[src/rtl/bus_pkg.sv]
// Shared helpers for the registered bus slice; imported by the RTL and the bench.
package bus_pkg;

    // Bits needed to count 0..stages valid words.
    function automatic int unsigned occ_width(input int unsigned stages);
        return $clog2(stages + 1);
    endfunction

endpackage

[src/rtl/bus_pipe_stage.sv]
// One register stage of the bus slice: holds a word and its valid bit, loads when empty or draining.
module bus_pipe_stage #(
    parameter int unsigned      WIDTH     = 4,
    parameter logic [WIDTH-1:0] RESET_VAL = '0
) (
    input  logic             clk,
    input  logic             rst,
    input  logic             flush,
    input  logic             up_valid,
    input  logic [WIDTH-1:0] up_data,
    input  logic             dn_ready,
    output logic             v,
    output logic [WIDTH-1:0] d,
    output logic             load
);

    assign load = ~v | dn_ready;

    // Data only moves with a valid word, so idle garbage on up_data never lands here.
    always_ff @(posedge clk or posedge rst) begin
        if (rst) begin
            v <= 1'b0;
            d <= RESET_VAL;
        end else if (flush) begin
            v <= 1'b0;
        end else if (load) begin
            v <= up_valid;
            if (up_valid) begin
                d <= up_data;
            end
        end
    end

endmodule

[src/rtl/bus_pipe.sv]
// STAGES-deep valid/ready register slice with bubble collapsing, synchronous flush and occupancy count.
module bus_pipe
    import bus_pkg::*;
#(
    parameter int unsigned      WIDTH     = 4,
    parameter int unsigned      STAGES    = 2,
    parameter logic [WIDTH-1:0] RESET_VAL = '0
) (
    input  logic                           clk,
    input  logic                           rst,
    input  logic                           in_valid,
    output logic                           in_ready,
    input  logic [WIDTH-1:0]               in_data,
    output logic                           out_valid,
    input  logic                           out_ready,
    output logic [WIDTH-1:0]               out_data,
    input  logic                           flush,
    output logic [occ_width(STAGES)-1:0]   occupancy
);

    localparam int unsigned OCC_W = occ_width(STAGES);

    if (STAGES == 0) begin : g_bad_stages
        $error("bus_pipe: STAGES must be at least 1");
    end

    logic [STAGES-1:0] v;
    logic [STAGES-1:0] load;
    logic [STAGES-1:0] dn_rdy;
    logic [STAGES-1:0] up_v;
    logic [WIDTH-1:0]  up_d [STAGES];
    logic [WIDTH-1:0]  d    [STAGES];
    logic              in_xfer;
    logic              out_xfer;

    // Stage i drains when stage i+1 can load; the last stage drains on out_ready.
    for (genvar i = 0; i < STAGES; i++) begin : g_stage
        if (i == 0) begin : g_head
            assign up_v[i] = in_valid;
            assign up_d[i] = in_data;
        end else begin : g_body
            assign up_v[i] = v[i-1];
            assign up_d[i] = d[i-1];
        end

        if (i == STAGES - 1) begin : g_tail
            assign dn_rdy[i] = out_ready;
        end else begin : g_link
            assign dn_rdy[i] = load[i+1];
        end

        bus_pipe_stage #(
            .WIDTH     (WIDTH),
            .RESET_VAL (RESET_VAL)
        ) u_stage (
            .clk      (clk),
            .rst      (rst),
            .flush    (flush),
            .up_valid (up_v[i]),
            .up_data  (up_d[i]),
            .dn_ready (dn_rdy[i]),
            .v        (v[i]),
            .d        (d[i]),
            .load     (load[i])
        );
    end

    assign in_ready  = load[0] & ~flush;
    assign out_valid = v[STAGES-1] & ~flush;
    assign out_data  = d[STAGES-1];
    assign in_xfer   = in_valid & in_ready;
    assign out_xfer  = out_valid & out_ready;

    // Words only enter at stage 0 and leave at the tail, so a +/-1 counter tracks popcount(v).
    always_ff @(posedge clk or posedge rst) begin
        if (rst) begin
            occupancy <= '0;
        end else if (flush) begin
            occupancy <= '0;
        end else if (in_xfer && !out_xfer) begin
            occupancy <= occupancy + OCC_W'(1);
        end else if (out_xfer && !in_xfer) begin
            occupancy <= occupancy - OCC_W'(1);
        end
    end

endmodule

[config.mk]
export PLATFORM = sky130hd
export DESIGN_NAME = bus_pipe
export DESIGN_NICKNAME = d
export VERILOG_FILES = /design/src/rtl/bus_pkg.sv /design/src/rtl/bus_pipe_stage.sv /design/src/rtl/bus_pipe.sv
export SDC_FILE = /design/constraint.sdc
export NUM_CORES = 1
export LEC_CHECK = 0
export ABC_CLOCK_PERIOD_IN_PS = 1600
export BUFFER_PORTS_ARGS = -buffer_cell sky130_fd_sc_hd__clkbuf_2
export CAP_MARGIN = 10
export CORE_AREA = 2 2 39 41
export CTS_BUF_LIST = sky130_fd_sc_hd__clkbuf_4 sky130_fd_sc_hd__clkbuf_8
export DETAILED_ROUTE_END_ITERATION = 10
export DIE_AREA = 0 0 41 43
export GPL_TIMING_DRIVEN = 1
export PLACE_DENSITY = 0.74
export REMOVE_ABC_BUFFERS = 1
export SYNTH_ARGS = -nofsm -noshare
export SYNTH_HDL_FRONTEND = slang
export SYNTH_SLANG_ARGS = --single-unit
[constraint.sdc]
create_clock -name clk -period 1.6 [get_ports clk]
set_clock_uncertainty 0.1 [all_clocks]
set_input_delay 0.16 -clock clk [delete_from_list [all_inputs] [get_ports clk]]
set_output_delay 0.16 -clock clk [all_outputs]
set_load 0.01 [all_outputs]
==> impl_metrics.py, run 1 <==
metrics = {
    "critical_path": {
        "r2r_end": "g_stage[0].u_stage.d[2]",
        "end_kind": "flop",
        "critPathMaxFanout": 7,
        "start_kind": "flop",
        "crit_slowest_cell": "dfrtp_1",
        "arrival_ns": 1.56,
        "rr_worst_depth": 3,
        "reg2reg_from": "g_stage[1].u_stage.v",
        "cp_slowest_stage_delay_ns": 0.43,
        "cp.required_ns": 1.65,
        "reg2reg_slack_ns": 0.09,
        "cp_top_family": "simple AND/OR/NAND/NOR gates",
        "cp_num_cells": 3,
        "crit_buf_inv": 0,
        "setup.worst_path.class": "reg -> reg",
        "path_cells": "and3b_4, or2_1, mux2_4",
    },
    "placed_design": {
        "io_buffer_count": 16,
        "place_inst": 76,
        "hpwl_um": 743,
        "place_congestion": 0.667,
    },
    "layout": {
        "synthToLayoutAreaGrowth_pct": 14.3,
        "drive_gt1_share_pct": 39.1,
        "fin_util_pct": 49.7,
        "final_common_cell": "clkbuf_2",
        "layout_common_cells": "clkbuf_2 (16), dfrtp_1 (12), nor2_1 (5), mux2_1 (5), mux2_4 (4)",
        "final_cells": 80,
        "nNetsFinal": 75,
        "fillers": 129,
        "num_antenna_cells": 0,
    },
    "synth": {
        "syn_inst": 50,
        "synth_edf_count": 0,
        "ys_warn_count": 0,
        "ys_seq_elements": 12,
        "syn_area_um2": 602,
        "synthFlopType": "dfrtp_1",
        "synth_top_cell_by_area": "dfrtp_1",
        "synthArstFlopShare_pct": 100,
        "avgSynthCellArea_um2": 12.0,
        "seq_area_frac_synth_pct": 49.9,
        "ys_types": 21,
        "synth_top_cells_by_area": "dfrtp_1 (50%), mux2_4 (10%), mux2_1 (9.4%), buf_4 (5.0%), nor2_1 (3.1%)",
        "netlist.area_leader.share_pct": 49.9,
    },
    "route": {
        "initialDrtViolationCount": 3,
        "wl_per_cell_um": 11.9,
        "via_count": 391,
        "via_per_inst": 4.89,
        "ant_nets": 0,
        "firstDrtPassIters": 4,
        "wirelength_um": 948,
        "drc": 0,
    },
    "floorplan": {
        "io_pins": 17,
        "core_um2": 1380,
        "rows": 14,
        "initial_core_util_pct": 43.5,
        "die_area_um2": 1760,
        "die_y_um": 43,
        "die_x_um": 41,
    },
    "global_route": {
        "grt_usage_pct": 13.1,
        "grt_overflow": 0,
        "grt_pass1_wl_um": 1570,
        "grt_pass1_vias": 407,
        "antenna_found_initial": 0,
        "grt_max_degree": 13,
    },
    "hold_path": {
        "hold_start": "in_data[3]",
        "hold_depth": 2,
        "whs_endpoint": "g_stage[0].u_stage.d[3]",
        "min_path_type": "in -> reg",
    },
    "cts": {
        "cts_sinks": 12,
        "ctsResizeCount": 0,
        "clk_pin_slew_worst_paths_ns": 0.07,
        "clock_latency_ns": 0.26,
        "cts_tree": "built",
        "htreeDepth": 1,
        "cts_buffers": 3,
        "cts-root-buf": "clkbuf_4",
        "clockBufferDepth": 2,
        "cts_setup_buffers": 0,
        "hold_buffers": 1,
    },
    "timing": {
        "period_needed_ns": 1.51,
        "slew_viol_final": 0,
        "timing.hold.ws_ns": 0.0241,
        "hold_violations": 0,
        "rsz0062_at_grt": "false",
        "tightest_slew_ns": 0.442,
        "setup_tns_ns": 0,
        "fmax_mhz": 661,
        "slew_headroom_pct": 70.5,
        "period_share_pct": 94.6,
        "setup_viol": 0,
    },
    "power_and_ir_drop": {
        "leakage_uw": 0.000354,
        "power_density_nw_per_um2": 1030,
        "switching_share_pct": 26.0,
        "p_clk_share_pct": 24.3,
        "combPwrFrac_pct": 21.4,
        "p_seq_share_pct": 54.2,
        "internal_power_uw": 526,
        "p_switching_uw": 185,
        "ir_drop_v": 0.000506,
    },
    "outcome": {
        "status": "finished clean",
    },
    "job": {
        "drv_cap": 0,
    },
}
==> worst max-delay path by stage <==
stage,to,start
5_1_grt,g_stage[0].u_stage.d[2],g_stage[1].u_stage.v
4_1_cts,g_stage[0].u_stage.d[2],g_stage[1].u_stage.v
2_1_floorplan,g_stage[0].u_stage.d[0],g_stage[1].u_stage.v
6_report,g_stage[0].u_stage.d[2],g_stage[1].u_stage.v
3_5_place_dp,g_stage[0].u_stage.d[1],g_stage[1].u_stage.v
3_3_place_gp,g_stage[0].u_stage.d[1],g_stage[1].u_stage.v
==> sequential cells by signal, indices dropped and copies added (netlist names) <==
signal	flops
g_stage.u_stage.d	8
occupancy	2
g_stage.u_stage.v	2
==> Yosys cell counts, types with 2 or more instances <==
cell     count
a21oi_1      2
nor2_1       5
dfrtp_1     12
nor2b_1      2
mux2_4       4
inv_1        3
buf_4        4
mux2_1       5
==> power by group through the flow <==
stage | logic, µW | registers, µW | clock network [µW]
after floorplan | 74.8 | 402 | 0
after detailed placement | 154 | 390 | 0
after global placement | 149 | 389 | 0
after global routing | 169 | 392 | 191
after CTS | 156 | 386 | 176
final | 153 | 386 | 173
==> cells by family (layout without fill, tap and decap cells) <==
family          count (synthesis)  count (layout)  share of synthesized area (%)
simple gates                   13              13                           13.7
buf+inv                         9              23                           9.56
mux                             9               9                           19.3
compound gates                  7               7                           7.49
flops                          12              12                           49.9
==> stage by stage <==
step | instance area (µm²) | total power, µW | setup slack (ns)
after CTS | 688 | 718 | 0.0822
after detailed placement | 656 | 544 | 0.0883
final | 688 | 711 | 0.0864
after global placement | 656 | 538 | 0.124
after global routing | 688 | 752 | 0.0207
after floorplan | 556 | 477 | 0.172
==> routing by layer <==
| metal | GRT usage, % | up-vias | routed length (µm) |
|---|---|---|---|
| li1 | - | 195 | - |
| met1 | 17.1 | 181 | 444 |
| met2 | 19.7 | 15 | 442 |
| met3 | 1.57 | 0 | 60 |
| met4 | 8.00 | 0 | 0 |
| met5 | 0 | - | 0 |
==> layout make-up <==
| class | count | area, µm² | area share, % |
|---|---|---|---|
| clock buffers | 3 | 22.5 | 3.27 |
| inverters | 3 | 11.3 | 1.64 |
| multi-input cells | 29 | 244 | 35.5 |
| flip-flops and latches | 12 | 300 | 43.6 |
| well taps | 16 | 20.0 | 2.91 |
| repair buffers | 17 | 90.1 | 13.1 |
(Power assumes the default switching activity.)
==> run 2: changes to the inputs <==
--- a/config.mk
+++ b/config.mk
@@ -8,12 +8,14 @@
 export ABC_CLOCK_PERIOD_IN_PS = 1600
 export BUFFER_PORTS_ARGS = -buffer_cell sky130_fd_sc_hd__clkbuf_2
 export CAP_MARGIN = 10
-export CORE_AREA = 2 2 39 41
+export CELL_PAD_IN_SITES_DETAIL_PLACEMENT = 1
+export CELL_PAD_IN_SITES_GLOBAL_PLACEMENT = 2
+export CORE_MARGIN = 1.5
+export CORE_UTILIZATION = 30
 export CTS_BUF_LIST = sky130_fd_sc_hd__clkbuf_4 sky130_fd_sc_hd__clkbuf_8
 export DETAILED_ROUTE_END_ITERATION = 10
-export DIE_AREA = 0 0 41 43
 export GPL_TIMING_DRIVEN = 1
-export PLACE_DENSITY = 0.74
+export PLACE_DENSITY = 0.76
 export REMOVE_ABC_BUFFERS = 1
 export SYNTH_ARGS = -nofsm -noshare
 export SYNTH_HDL_FRONTEND = slang
==> run 2 against run 1 <==
Compared with the run above:
- count of clock-buffer cells in the layout did not move
- clock power barely moved
- flip-flop and latch count did not move
- power up 0.23%
- fmax shrank 0.43%
- worst setup slack got worse by 0.0066 ns
- largest power group unchanged
- critical endpoint unchanged
==> impl_metrics.py, run 2 (synthesis results as in run 1) <==
metrics = {
    "power_and_ir_drop": {
        "power_density_nw_per_um2": 1020,
        "p_clk_share_pct": 24.4,
        "p_switching_uw": 187,
        "internal_power_uw": 526,
        "p_seq_share_pct": 54.1,
        "ir_drop_v": 0.000465,
        "leakage_uw": 0.000354,
        "combPwrFrac_pct": 21.6,
        "switching_share_pct": 26.2,
    },
    "global_route": {
        "use_met2_pct": 16.3,
        "top_usage_layer": "met2",
        "grt_use_met3_pct": 2.26,
        "grt_overflow": 0,
        "grt_pass1_vias": 395,
        "antenna_found_initial": 0,
        "use_met1_pct": 15.6,
        "grt_max_degree": 13,
        "grt_usage_pct": 11.3,
        "grt_pass1_wl_um": 1730,
    },
    "layout": {
        "synthToLayoutAreaGrowth_pct": 16.6,
        "fin_area_um2": 702,
        "reg.largest.list": "g_stage.u_stage.d (8), g_stage.u_stage.v (2), occupancy (2)",
        "fillers": 234,
        "num_antenna_cells": 0,
        "nNetsFinal": 75,
        "largest_reg_flops": 8,
        "layout_common_cells": "clkbuf_2 (16), dfrtp_1 (12), nor2_1 (5), mux2_1 (5), mux2_4 (4)",
        "largest-register": "g_stage.u_stage.d",
        "drive_gt1_share_pct": 39.1,
        "final_common_cell": "clkbuf_2",
    },
    "cts": {
        "cts_setup_buffers": 0,
        "cts_buffers": 3,
        "cts-root-buf": "clkbuf_4",
        "clockBufferDepth": 2,
        "clk_pin_slew_worst_paths_ns": 0.07,
        "htreeDepth": 1,
        "clock_latency_ns": 0.26,
        "cts_tree": "built",
        "cts_sinks": 12,
    },
    "route": {
        "firstDrtPassIters": 4,
        "ant_nets": 0,
        "via_per_inst": 4.34,
        "wirelength_um": 1060,
        "via_count": 395,
        "wl_per_cell_um": 11.7,
        "initialDrtViolationCount": 1,
        "drc": 0,
    },
    "timing": {
        "tightest_slew_ns": 0.453,
        "hold_violations": 0,
        "rsz0062_at_grt": "false",
        "period_needed_ns": 1.52,
        "fmax_mhz": 658,
        "period_share_pct": 95.0,
        "slew_headroom_pct": 69.8,
        "setup_ws_ns": 0.0798,
        "slew_viol_final": 0,
        "setup_viol": 0,
        "setup_tns_ns": 0,
    },
    "placed_design": {
        "io_buffer_count": 16,
        "place_area_um2": 669,
        "place_congestion": 0.685,
        "hpwl_um": 849,
        "dpl_worst_slack_ns": 0.0781,
    },
    "critical_path": {
        "cp.required_ns": 1.65,
        "arrival_ns": 1.57,
        "path_cells": "and3b_4, or2_1, mux2_4",
        "critPathMaxFanout": 7,
        "start_kind": "flop",
        "cp_slowest_stage_delay_ns": 0.43,
        "setup.worst_path.class": "reg -> reg",
        "end_kind": "flop",
        "crit_slowest_cell": "dfrtp_1",
    },
    "floorplan": {
        "io_pins": 17,
        "initial_core_util_pct": 31.3,
        "core_um2": 1920,
        "die_area_um2": 2280,
        "die_y_um": 47.8,
        "rows": 16,
        "die_x_um": 47.8,
    },
    "hold_path": {
        "min_path_type": "in -> reg",
    },
    "outcome": {
        "status": "finished clean",
    },
    "job": {
        "drv_cap": 0,
    },
}
## run 2: cell counts in the layout (fill, tap and decap cells not counted)
No cell type changed its count.
## run 2: path summary, 6_finish.rpt
check,depth (start not counted),slack [ns],to,start
worst max-delay path,3,0.08,g_stage[0].u_stage.d[2],g_stage[1].u_stage.v
worst min-delay path,2,0.03,g_stage[0].u_stage.d[3],in_data[3]
max in group asynchronous,3,0.76,g_stage[1].u_stage.v,rst
min in group asynchronous,3,0.33,g_stage[1].u_stage.d[0],rst
worst min register to register,1,0.39,g_stage[1].u_stage.d[0],g_stage[0].u_stage.d[0]
worst max register to register,3,0.08,g_stage[0].u_stage.d[2],g_stage[1].u_stage.v
## run 2: power groups by stage
stage	Clock, µW	Combinational [µW]	Sequential (µW)
after floorplan	0	74.8	402
after global placement	0	151	390
after detailed placement	0	155	393
after CTS	182	158	386
after global routing	196	170	395
final	174	154	385
## run 2: layout make-up
cell class	count	area (µm²)	area share (%)
tap	27	33.8	4.81
timing repair buffer	17	90.1	12.8
clock buffer	3	22.5	3.21
multi-input combinational	29	244	34.8
sequential	12	300	42.8
inverter	3	11.3	1.60
## run 2: worst max-delay path, delay by kind of cell (launching register included)
family	cells	cell delay, ns
DFF	1	0.43
and+or+nand+nor	2	0.55
muxes	1	0.33
## run 2: routing by layer
metal,vias up,wire length (µm)
met4,0,14
met2,14,484
met5,-,0
met1,184,513
met3,2,50
li1,195,-
## run 2: repair_timing
item / 4_1_cts / 5_1_grt
gates resized for setup: 0 / 0
hold buffers: 1 / 0
endpoints found under the hold margin: 12 / 0
endpoints found under the setup margin: 0 / 0
## run 2: stage by stage
step / cells / utilization, % / hold slack (ns) / power [µW]
after floorplan: 44 / - / -0.0753 / 477
after global placement: 87 / 34.8 / 0.0694 / 541
after detailed placement: 87 / 34.8 / 0.0731 / 548
after CTS: 91 / 36.5 / 0.0266 / 726
after global routing: 91 / 36.5 / 0.0179 / 761
final: 91 / 36.5 / 0.0323 / 713
==> run 3: changes to the inputs <==
--- a/config.mk
+++ b/config.mk
@@ -14,7 +14,7 @@
 export CORE_UTILIZATION = 30
 export CTS_BUF_LIST = sky130_fd_sc_hd__clkbuf_4 sky130_fd_sc_hd__clkbuf_8
 export DETAILED_ROUTE_END_ITERATION = 10
-export GPL_TIMING_DRIVEN = 1
+export GPL_TIMING_DRIVEN = 0
 export PLACE_DENSITY = 0.76
 export REMOVE_ABC_BUFFERS = 1
 export SYNTH_ARGS = -nofsm -noshare
==> run 3 against run 2 <==
Compared with the run above:
- cell count grew 1.1%
- wire length grew 0.57%
- count of clock-buffer cells in the layout grew 1
- critical path depth is the same
- global-route usage is essentially flat
- worst hold slack lost 0.016 ns
- fmax is essentially flat
- combinational power is essentially flat
- register-to-register slack is essentially flat
- clock power grew 37%
- flip-flop and latch count is the same
- critical endpoint is now g_stage[0].u_stage.d[1]
==> impl_metrics.py, run 3 (synthesis results as in run 1) <==
metrics = {
    "floorplan": {
        "core_um2": 1920,
        "die_x_um": 47.8,
        "die_y_um": 47.8,
        "die_area_um2": 2280,
        "initial_core_util_pct": 31.3,
        "rows": 16,
        "io_pins": 17,
    },
    "layout": {
        "fillers": 243,
        "reg.largest.list": "g_stage.u_stage.d (8), g_stage.u_stage.v (2), occupancy (2)",
        "fin_area_um2": 716,
        "seq_area_um2": 300,
        "layout_common_cells": "clkbuf_2 (16), dfrtp_1 (12), nor2_1 (5), mux2_1 (5), mux2_4 (4)",
        "num_antenna_cells": 0,
        "largest_reg_flops": 8,
        "largest-register": "g_stage.u_stage.d",
        "nNetsFinal": 75,
        "final_common_cell": "clkbuf_2",
        "drive_gt1_share_pct": 40.0,
        "multi_input_area_um2": 244,
        "fin_util_pct": 37.2,
        "synthToLayoutAreaGrowth_pct": 18.9,
    },
    "critical_path": {
        "arrival_ns": 1.58,
        "critPathMaxFanout": 7,
        "end_kind": "flop",
        "setup.worst_path.class": "reg -> reg",
        "cp.required_ns": 1.66,
        "crit_start": "g_stage[1].u_stage.v",
        "reg2reg_slack_ns": 0.08,
        "r2r_end": "g_stage[0].u_stage.d[1]",
        "reg2reg_from": "g_stage[1].u_stage.v",
        "rr_worst_depth": 3,
        "start_kind": "flop",
        "endpoint": "g_stage[0].u_stage.d[1]",
    },
    "power_and_ir_drop": {
        "combPwrFrac_pct": 19.8,
        "ir_drop_v": 0.000526,
        "p_seq_share_pct": 49.5,
        "leakage_uw": 0.000362,
        "p_switching_uw": 199,
        "power_density_nw_per_um2": 1080,
        "switching_share_pct": 25.6,
        "p_clk_share_pct": 30.7,
        "internal_power_uw": 577,
    },
    "cts": {
        "clk_pin_slew_worst_paths_ns": 0.07,
        "cts-root-buf": "clkbuf_4",
        "htreeDepth": 1,
        "cts_sinks": 12,
        "clock_latency_ns": 0.27,
        "clockBufferDepth": 2,
        "cts_buffers": 3,
        "cts_tree": "built",
    },
    "job": {
        "drv_cap": 0,
    },
    "timing": {
        "setup_ws_ns": 0.0790,
        "slew_viol_final": 0,
        "fmax_mhz": 657,
        "setup_viol": 0,
        "setup_tns_ns": 0,
        "slew_headroom_pct": 69.8,
        "rsz0062_at_grt": "false",
        "period_needed_ns": 1.52,
        "period_share_pct": 95.1,
        "hold_violations": 0,
        "tightest_slew_ns": 0.453,
    },
    "hold_path": {
        "hold_depth": 2,
        "min_path_type": "in -> reg",
        "hold_start": "in_data[2]",
    },
    "global_route": {
        "grt_max_degree": 13,
        "antenna_found_initial": 0,
        "grt_pass1_wl_um": 1710,
        "grt_pass1_vias": 409,
        "grt_overflow": 0,
        "grt_usage_pct": 11.2,
    },
    "route": {
        "via_count": 416,
        "drc": 0,
        "wirelength_um": 1070,
        "firstDrtPassIters": 1,
        "initialDrtViolationCount": 0,
        "ant_nets": 0,
        "wl_per_cell_um": 11.6,
        "via_per_inst": 4.52,
    },
    "placed_design": {
        "place_area_um2": 669,
        "dpl_worst_slack_ns": 0.0739,
        "hpwl_um": 824,
        "place_congestion": 0.690,
        "io_buffer_count": 16,
    },
    "outcome": {
        "status": "finished clean",
    },
}
-- run 3: critical path, cell delays in order, from the launching register on --
cell	delay [ns]
dfrtp_1	0.43
and3b_4	0.22
or2_1	0.33
mux2_4	0.33
-- run 3: worst min-delay path by stage --
stage | end | slack, ns
after floorplan | g_stage[0].u_stage.d[0] | -0.08
after global placement | g_stage[1].u_stage.d[0] | 0.07
after detailed placement | g_stage[0].u_stage.d[0] | 0.07
after CTS | g_stage[0].u_stage.d[2] | 0.009
after global routing | g_stage[0].u_stage.d[1] | 0.02
final | g_stage[0].u_stage.d[2] | 0.02
-- run 3: layer usage --
metal  up-vias  global-route usage [%]  wire, µm
li1        199                       -         -
met1       198                    14.1       497
met2        17                    17.9       488
met3         2                    2.26        54
met4         0                    6.49        26
met5         -                       0         0
-- run 3: final cells by class --
| cell class | instances | area share, % |
|---|---|---|
| sequential | 12 | 42.0 |
| clock buffer | 4 | 5.07 |
| multi-input combinational | 29 | 34.1 |
| timing repair buffer | 17 | 12.6 |
| inverter | 3 | 1.57 |
| tap | 27 | 4.72 |
-- run 3: stage by stage --
| step | cells | hold WS [ns] | power, µW |
|---|---|---|---|
| after global placement | 87 | 0.0703 | 540 |
| final | 92 | 0.0159 | 776 |
| after global routing | 92 | 0.0150 | 823 |
| after CTS | 92 | 0.00871 | 791 |
| after floorplan | 44 | -0.0753 | 477 |
| after detailed placement | 87 | 0.0731 | 546 |
-- run 3: power groups by stage --
stage | clock network [µW] | registers (µW) | logic, µW
2_1_floorplan | 0 | 402 | 74.8
3_3_place_gp | 0 | 389 | 151
3_5_place_dp | 0 | 390 | 156
4_1_cts | 249 | 385 | 157
5_1_grt | 259 | 394 | 170
6_report | 238 | 384 | 154
-- run 3: timing repair --
action,in CTS,in global routing
endpoints found under the setup margin,0,0
resized for setup,0,0
endpoints found under the hold margin,12,0
hold buffers,1,0
setup buffers,0,0
